**src/rtl/legv8_cond_pkg.sv**
```systemverilog
// Shared LEGv8 condition codes, NZCV bit positions and branch-resolver state encoding.
package legv8_cond_pkg;

    localparam logic [3:0] COND_EQ = 4'b0000;
    localparam logic [3:0] COND_NE = 4'b0001;
    localparam logic [3:0] COND_HS = 4'b0010;
    localparam logic [3:0] COND_LO = 4'b0011;
    localparam logic [3:0] COND_MI = 4'b0100;
    localparam logic [3:0] COND_PL = 4'b0101;
    localparam logic [3:0] COND_VS = 4'b0110;
    localparam logic [3:0] COND_VC = 4'b0111;
    localparam logic [3:0] COND_HI = 4'b1000;
    localparam logic [3:0] COND_LS = 4'b1001;
    localparam logic [3:0] COND_GE = 4'b1010;
    localparam logic [3:0] COND_LT = 4'b1011;
    localparam logic [3:0] COND_GT = 4'b1100;
    localparam logic [3:0] COND_LE = 4'b1101;
    localparam logic [3:0] COND_AL = 4'b1110;

    localparam int unsigned FLAG_N = 3;
    localparam int unsigned FLAG_Z = 2;
    localparam int unsigned FLAG_C = 1;
    localparam int unsigned FLAG_V = 0;

    typedef enum logic [1:0] {
        ST_IDLE = 2'd0,
        ST_WAIT = 2'd1,
        ST_EVAL = 2'd2
    } state_t;

endpackage

```
**src/rtl/nzcv_cond_eval.sv**
```systemverilog
// Combinational LEGv8 condition evaluation: (NZCV, cond) -> taken.
module nzcv_cond_eval
    import legv8_cond_pkg::*;
(
    input  logic [3:0] flags,
    input  logic [3:0] cond,
    output logic       taken
);

    logic n, z, c, v;

    assign n = flags[FLAG_N];
    assign z = flags[FLAG_Z];
    assign c = flags[FLAG_C];
    assign v = flags[FLAG_V];

    always_comb begin
        taken = 1'b1;
        case (cond)
            COND_EQ: taken = z;
            COND_NE: taken = ~z;
            COND_HS: taken = c;
            COND_LO: taken = ~c;
            COND_MI: taken = n;
            COND_PL: taken = ~n;
            COND_VS: taken = v;
            COND_VC: taken = ~v;
            COND_HI: taken = c & ~z;
            COND_LS: taken = ~c | z;
            COND_GE: taken = (n == v);
            COND_LT: taken = (n != v);
            COND_GT: taken = ~z & (n == v);
            COND_LE: taken = z | (n != v);
            default: taken = 1'b1;
        endcase
    end

endmodule

```
**src/rtl/nzcv_flag_controller.sv**
```systemverilog
// Architectural NZCV register, in-flight flag-op tracking and branch resolution for LEGv8.
module nzcv_flag_controller
    import legv8_cond_pkg::*;
#(
    parameter int unsigned WIDTH        = 64,
    parameter int unsigned MAX_INFLIGHT = 3
) (
    input  logic             clk,
    input  logic             rst_n,
    input  logic             issue_valid,
    input  logic             issue_setflags,
    input  logic             alu_done,
    input  logic             alu_setflags,
    input  logic [WIDTH-1:0] alu_result,
    input  logic             alu_c_out,
    input  logic             alu_overflow,
    input  logic             br_valid,
    output logic             br_ready,
    input  logic [3:0]       br_cond,
    input  logic             br_cbz,
    input  logic             br_cbnz,
    input  logic [WIDTH-1:0] br_operand,
    output logic             br_resp_valid,
    output logic             br_taken,
    output logic [3:0]       flags,
    output logic             stall,
    output logic             err_underflow
);

    localparam int unsigned CW = $clog2(MAX_INFLIGHT + 1);
    localparam logic [CW-1:0] MAX_CNT = CW'(MAX_INFLIGHT);
    localparam logic [CW-1:0] ONE     = CW'(1);

    state_t        state;
    logic [CW-1:0] count;
    logic [CW-1:0] count_next;
    logic [CW-1:0] snapshot;
    logic          completion;
    logic          inc;
    logic          dec;
    logic          is_bcond;
    logic          req_cbz;
    logic          req_cbnz;
    logic          req_op_zero;
    logic [3:0]    req_cond;
    logic          cond_taken;

    assign completion = alu_done & alu_setflags;
    assign stall      = (count == MAX_CNT);
    assign inc        = issue_valid & issue_setflags & ~stall;
    assign dec        = completion & (count != '0);
    assign is_bcond   = ~br_cbz & ~br_cbnz;
    assign br_ready   = (state == ST_IDLE);

    always_comb begin
        count_next = count;
        if (inc && !dec) begin
            count_next = count + ONE;
        end else if (dec && !inc) begin
            count_next = count - ONE;
        end
    end

    // Only the zero-ness of the CBZ/CBNZ operand matters, so that is all that is latched.
    always_ff @(posedge clk or negedge rst_n) begin
        if (!rst_n) begin
            state         <= ST_IDLE;
            count         <= '0;
            snapshot      <= '0;
            flags         <= '0;
            err_underflow <= 1'b0;
            br_resp_valid <= 1'b0;
            req_cbz       <= 1'b0;
            req_cbnz      <= 1'b0;
            req_op_zero   <= 1'b0;
            req_cond      <= '0;
        end else begin
            count         <= count_next;
            br_resp_valid <= 1'b0;
            if (completion) begin
                flags <= {alu_result[WIDTH-1], (alu_result == '0), alu_c_out, alu_overflow};
                if (count == '0) begin
                    err_underflow <= 1'b1;
                end
            end
            case (state)
                ST_IDLE: begin
                    if (br_valid) begin
                        req_cbz     <= br_cbz;
                        req_cbnz    <= br_cbnz;
                        req_op_zero <= (br_operand == '0);
                        req_cond    <= br_cond;
                        if (is_bcond && (count_next != '0)) begin
                            snapshot <= count_next;
                            state    <= ST_WAIT;
                        end else begin
                            state         <= ST_EVAL;
                            br_resp_valid <= 1'b1;
                        end
                    end
                end
                ST_WAIT: begin
                    if (completion) begin
                        snapshot <= snapshot - ONE;
                        if (snapshot == ONE) begin
                            state         <= ST_EVAL;
                            br_resp_valid <= 1'b1;
                        end
                    end
                end
                ST_EVAL: state <= ST_IDLE;
                default: state <= ST_IDLE;
            endcase
        end
    end

    nzcv_cond_eval u_cond_eval (
        .flags (flags),
        .cond  (req_cond),
        .taken (cond_taken)
    );

    always_comb begin
        br_taken = 1'b0;
        if (br_resp_valid) begin
            if (req_cbz) begin
                br_taken = req_op_zero;
            end else if (req_cbnz) begin
                br_taken = ~req_op_zero;
            end else begin
                br_taken = cond_taken;
            end
        end
    end

endmodule

```
**config.mk**
```make
export PLATFORM = sky130hd
export DESIGN_NAME = nzcv_flag_controller
export DESIGN_NICKNAME = d
export VERILOG_FILES = /design/src/rtl/legv8_cond_pkg.sv /design/src/rtl/nzcv_cond_eval.sv /design/src/rtl/nzcv_flag_controller.sv
export SDC_FILE = /design/constraint.sdc
export NUM_CORES = 1
export LEC_CHECK = 0
export ABC_AREA = 1
export CORE_ASPECT_RATIO = 1.75
export CORE_MARGIN = 10
export CORE_UTILIZATION = 29
export CTS_CLUSTER_SIZE = 14
export DETAILED_ROUTE_END_ITERATION = 16
export PLACE_DENSITY = 0.88
export SLEW_MARGIN = 20
export SYNTH_ARGS = -nofsm -noshare
export SYNTH_HDL_FRONTEND = slang
export SYNTH_SLANG_ARGS = --single-unit
```
**constraint.sdc**
```tcl
create_clock -name clk -period 1.85 [get_ports clk]
set_input_delay 0.2775 -clock clk [delete_from_list [all_inputs] [get_ports clk]]
set_output_delay 0.2775 -clock clk [all_outputs]
set_load 0.02 [all_outputs]
```
# Word level (Yosys, flattened, before mapping)

Cells that the tools add are included.

Register bits after elaboration: 19
Output and inout bits: 9
Logic and storage cells: 89

Add/sub/neg operators: 3
Equality and inequality tests: 22
Muxes and demuxes: 20
Bitwise gates (word level): 17
Reduce and logical (&&, ||, !) cells: 17

Operators with widths:

| kind                | count |
|---|---|
| $logic_not 64->1    | 2 |
| $eq 4x4->1 const B  | 6 |
| $mux 2              | 9 |
| $eq 4x3->1 const B  | 4 |
| $pmux 1 s14         | 1 |
| $eq 4x2->1 const B  | 2 |
| $not 1->1           | 8 |
| $pmux 2 s2          | 2 |
| $and 1x1->1         | 7 |
| $mux 1              | 7 |
| $ne 2x2->1 const B  | 3 |
| $reduce_bool 2->1   | 3 |
| $eq 2x1->1 const B  | 2 |
| $eq 4x1->1 const B  | 1 |
| $logic_not 2->1     | 2 |
| $logic_not 4->1     | 1 |
| $reduce_and 2->1    | 2 |
| $reduce_and 4->1    | 1 |
| $sub 2x1->2 const B | 2 |
| $logic_and 1x1->1   | 3 |
| $reduce_and 3->1    | 1 |
| $add 2x1->2 const B | 1 |
| $eq 2x2->1 const B  | 1 |
| $logic_not 1->1     | 2 |
| other kinds (5)     | 6 |

# Logic depth before layout (Yosys ltp)

Gate-level depths: netlist (run 1).

Depth after elaboration: 12
Depth in mapped cells: 14
Mapped depth without buffers: 14

# By module

A second synthesis (run 1) with hierarchy kept.

Cells, all modules: 224
Area, all modules: 1466.4 um2

By module, submodules not included:

| module               | instances | cells each | area an instance (um2) | seq. area each (um2) |
|---|---|---|---|---|
| nzcv_flag_controller | 1         | 174        | 1261.2                 | 475.5 |
| nzcv_cond_eval       | 1         | 50         | 205.2                  | 0.0 |

# Worst setup path before layout (run 1)

No wires, ideal clock.

Path kind: reg2out
Start point: reg flags[3]
End point: out br_taken
Arrival time: 1.321 ns
Required time: 1.572 ns
Path slack: 0.252 ns
Cell stages (with the launch flop): 9
Path buffers: 0
Path through: dfrtp_1 > inv_1 > nand2_1 > nand2_1 > o21ai_0 > nor2_1 > nand3_1 > nand2_1 > a21oi_1

Longest elaborated chain between the ends: 6
Elaborated cells between the ends (all ways): 9

RTL lines:

| element                                   | RTL line                                   | source |
|---|---|---|
| start: declaration                        | nzcv_flag_controller.sv:25                 | `output logic [3:0] flags,` |
| start signal: assignment                  | nzcv_flag_controller.sv:81                 | `flags <= {alu_result[WIDTH-1], (alu_result == '0), alu_c_out, alu_overflow};` |
| $ne 1x1->1 or $eq 1x1->1 (tied branches)  | -                                          |  |
| $or 1x1->1 or $and 1x1->1 (tied branches) | nzcv_cond_eval.sv:33, nzcv_cond_eval.sv:32 |  |
| $pmux 1 s14 *                             | nzcv_cond_eval.sv:19                       | `case (cond)` |
| $mux 1 *                                  | nzcv_flag_controller.sv:128                | `end else if (req_cbnz) begin` |
| $mux 1 *                                  | nzcv_flag_controller.sv:126                | `if (req_cbz) begin` |
| $mux 1 *                                  | nzcv_flag_controller.sv:125                | `if (br_resp_valid) begin` |
| end: declaration                          | nzcv_flag_controller.sv:24                 | `output logic br_taken,` |

Every way passes the cells marked *; elsewhere a longest branch is shown, timed or not.

# Final worst setup path (run 1)

Start point: reg req_cond[1]
End point: out br_taken

Longest elaborated chain between the ends: 5
Elaborated cells between the ends (all ways): 18

RTL lines:

| element                                  | RTL line                    | source |
|---|---|---|
| start: declaration                       | nzcv_flag_controller.sv:45  | `logic [3:0] req_cond;` |
| start signal: assignment                 | nzcv_flag_controller.sv:92  | `req_cond <= br_cond;` |
| $eq 4x4->1, or another cell as far along | nzcv_cond_eval.sv:19        |  |
| $pmux 1 s14 *                            | nzcv_cond_eval.sv:19        |  |
| $mux 1 *                                 | nzcv_flag_controller.sv:128 |  |
| $mux 1 *                                 | nzcv_flag_controller.sv:126 |  |
| $mux 1 *                                 | nzcv_flag_controller.sv:125 |  |

Marked as above.

==> results of run 1 <==
[repair_timing]
item	CTS	global route
pin swaps	0	3
buffers inserted	1	0
resized for setup	5	19
endpoints found under the setup margin	1	2
[cell usage after synthesis]
cell,instances
nand4_1,9
o21ai_1,1
nor2_2,1
o21bai_1,2
nand3b_1,1
nand2_1,51
nand3_1,15
nand2_2,6
and2_0,2
inv_1,21
ha_1,3
dfrtp_1,19
buf_2,1
nor2_4,4
o21ai_0,17
nor2_1,38
inv_2,2
nor3_1,2
or2_2,1
nand2_4,2
nor4_1,20
a21oi_1,2
[per-layer routing]
layer	up-vias	GRT usage
li1	1066	-
met1	934	0.1408
met2	73	0.3430
met3	11	0.05478
met4	0	0.03496
met5	-	0
[cell families (layout without fill, tap and decap cells)]
logic type,after synthesis,count (layout)
simple gates,152,152
buf+inv,24,188
compound gates,22,22
flops,19,19
fa+ha+maj,3,3
[final timing paths]
kind | end | start | slack [ns]
max in group asynchronous | req_cond[1]$_DFFE_PN0P_ | rst_n | 1.28
min in group clk | err_underflow$_DFFE_PN0P_ | err_underflow$_DFFE_PN0P_ | 0.48
min reg2reg | err_underflow$_DFFE_PN0P_ | err_underflow$_DFFE_PN0P_ | 0.48
min | req_cond[3]$_DFFE_PN0P_ | rst_n | 0.34
max | br_taken | req_cond[1]$_DFFE_PN0P_ | -0.02
max reg2reg | snapshot[0]$_DFFE_PN0P_ | count[0]$_DFF_PN0_ | 0.20
[flip-flops by register name, indices dropped and copies added, names as in the netlist]
signal and count:
req_op_zero 1, req_cbnz 1, flags 4, count 2, req_cond 4, snapshot 2
req_cbz 1, br_resp_valid 1, state 2, err_underflow 1
[worst reg2reg max path: stages (launching register included)]
cell and delay, ns:
dfrtp_1 0.38, inv_1 0.07, ha_2 0.20, inv_1 0.08, nand3_1 0.11, nand2_2 0.10, nand2_2 0.06, nor2_2 0.12
nor2_4 0.06, nand2_2 0.07, nand2_4 0.06, nand2_4 0.07, nand2_2 0.05, nand2_1 0.07, nand2_1 0.05
[cell type report]
type,instances,area [sq um],share of cell area
multi-input combinational,177,928.4,0.2905
clock inverter,1,7.507,0.002349
timing repair buffer,161,1584,0.4957
clock buffer,3,41.29,0.01292
sequential,19,478.0,0.1496
tap,54,67.56,0.02114
inverter,23,88.84,0.02780
[per-stage QoR]
| stage | hold WS, ns | setup WS [ns] | cell area, sq um | utilization |
|---|---|---|---|---|
| 4_1_cts | 0.3498 | 0.001520 | 3153 | 0.6389 |
| 3_5_place_dp | 0.4660 | -0.2225 | 3099 | 0.6280 |
| 3_3_place_gp | 0.4602 | -0.1772 | 3099 | 0.6280 |
| 2_1_floorplan | -0.01809 | 0.2520 | 1458 | - |
| 6_report | 0.3440 | -0.01578 | 3196 | 0.6476 |
| 5_1_grt | 0.3829 | -0.1012 | 3196 | 0.6476 |
[power breakdown]
part	switching (mW)	internal, mW
clock network	0.149	0.152
registers	0.144	0.568
logic	0.775	0.765
==> flow_summary.json, run 1 <==
{
  "slew_headroom": 0.7507,
  "grt_pass1_vias": 2335,
  "clock_latency_ns": 0.26,
  "antenna_found_initial": 0,
  "die_h_microns": 113.8,
  "synth.mux.area_fraction": 0,
  "yosys.area.top_type": "dfrtp_1",
  "synthAdderAreaFrac": 0.02575,
  "crit_type": "reg2out",
  "diodes": 0,
  "initialDrtViolationCount": 78,
  "wl_met1_microns": 2138,
  "cpLargestDelayFamily": "simple AND/OR/NAND/NOR gates",
  "nFillCells": 442,
  "path_max_fanout": 5,
  "wl_met2_microns": 4369,
  "wl_met3_microns": 515,
  "hold_buffers": 0,
  "fmax_ghz": 0.5360,
  "portBuffers": 151,
  "grt.overflow.total": 0,
  "syn_avg_cell_area_sq_um": 6.626,
  "synth_compound_area_frac": 0.07897,
  "routed_wl_microns": 7154,
  "grt_max_degree": 20,
  "die_w_microns": 73.60,
  "maxCapViolations": 0,
  "area_growth_pct": 119.2,
  "hold_path_class": "in2async",
  "fin_nets": 531,
  "syn_inst": 220,
  "slew_violations": 0,
  "grt_use_total": 0.1665,
  "power_mw": 2.554,
  "ff2ff_path_depth": 14,
  "finalCritPeriodShare": 1.009,
  "run_status": "complete, but fails checks",
  "yosys_warnings": 0,
  "stdcell_count": 438,
  "endpoint_kind": "output pin",
  "top_layer": "met4",
  "vias": 2084,
  "wl_per_cell_microns": 16.33,
  "h-tree-depth": 1,
  "synth_nets": 366,
  "cts_tree": "built",
  "cts-buffers-inserted": 3,
  "coreArea_sq_um": 4935,
  "root_buffer": "clkbuf_8",
  "leakagePower_nw": 1.316,
  "cp.buffers_inverters": 2,
  "clkSlewWorstSetupHoldPaths_ns": 0.08,
  "yosys.area_share.simple": 0.5064,
  "fin_tns_setup_ns": -0.01578,
  "place_inst": 433,
  "io_pins": 152,
  "drive_gt1_frac": 0.1172,
  "rows": 34,
  "netlist_area_sq_um": 1458,
  "synthXorXnorAreaFrac": 0,
  "critical_path_depth": 10,
  "layout_commonest_cell": "clkdlybuf4s50_1",
  "ant_nets": 0,
  "post-dp-hpwl_microns": 6475,
  "yosysUniqueCellTypes": 22,
  "critPathSlowestCell": "dfrtp_2",
  "peakVddDrop_mv": 0.6991,
  "rsz0062_at_grt": "true",
  "crit_chain": "inv_4, nand2_4, nor2_2, nand3_1, nand2_1, nor2_1, nand3_1, nand2_1, a21oi_1, buf_4",
  "synth_seq_cells": 19,
  "min_period_ns": 1.866,
  "finalSetupViolCount": 1,
  "max_stage_delay_ns": 0.45,
  "arrival_ns": 1.59,
  "required_ns": 1.57,
  "ys_seq_area_frac": 0.3262,
  "critPathLaunchType": "flop",
  "final_cell_mix": "150 x clkdlybuf4s50_1, 45 x nand2_1, 36 x nor2_1, 20 x nor4_1, 19 x inv_1",
  "route.detailed.drc": 0,
  "hold_viol": 0,
  "cts_buffer_depth": 2,
  "cts_sinks": 19,
  "initial_core_util": 0.2954,
  "via_per_inst": 4.758,
  "clock_skew_ns": 0.003236,
  "worst_pin_slew_ns": 0.3700,
  "die_area_sq_um": 8374,
  "synth_top_area_share": 0.3262,
  "place.gp.congestion": 0.8257,
  "setup_slack_ns": -0.01578,
  "grt_pass1_wl_microns": 11100,
  "synth.area.top_cells": "dfrtp_1 33%, nand2_1 13%, nor2_1 9.8%, nor4_1 8.6%, o21ai_0 5.8%",
  "p_per_area_nw_per_um2": 799.3,
  "violations": "setup timing",
  "first_pass_iters": 4,
  "synth_top_family_by_area": "simple AND/OR/NAND/NOR gates"
}
Note: power is estimated with default switching activity, not from simulation.
==> run 2, diff against run 1 <==
--- a/config.mk
+++ b/config.mk
@@ -11,6 +11,8 @@
 export CORE_UTILIZATION = 29
 export CTS_CLUSTER_SIZE = 14
 export DETAILED_ROUTE_END_ITERATION = 16
+export GPL_ROUTABILITY_DRIVEN = 1
+export HOLD_SLACK_MARGIN = 0.05
 export PLACE_DENSITY = 0.88
 export SLEW_MARGIN = 20
 export SYNTH_ARGS = -nofsm -noshare
==> results of run 2 <==
No change in the layout: final DEF, timing and power equal those of run 1.
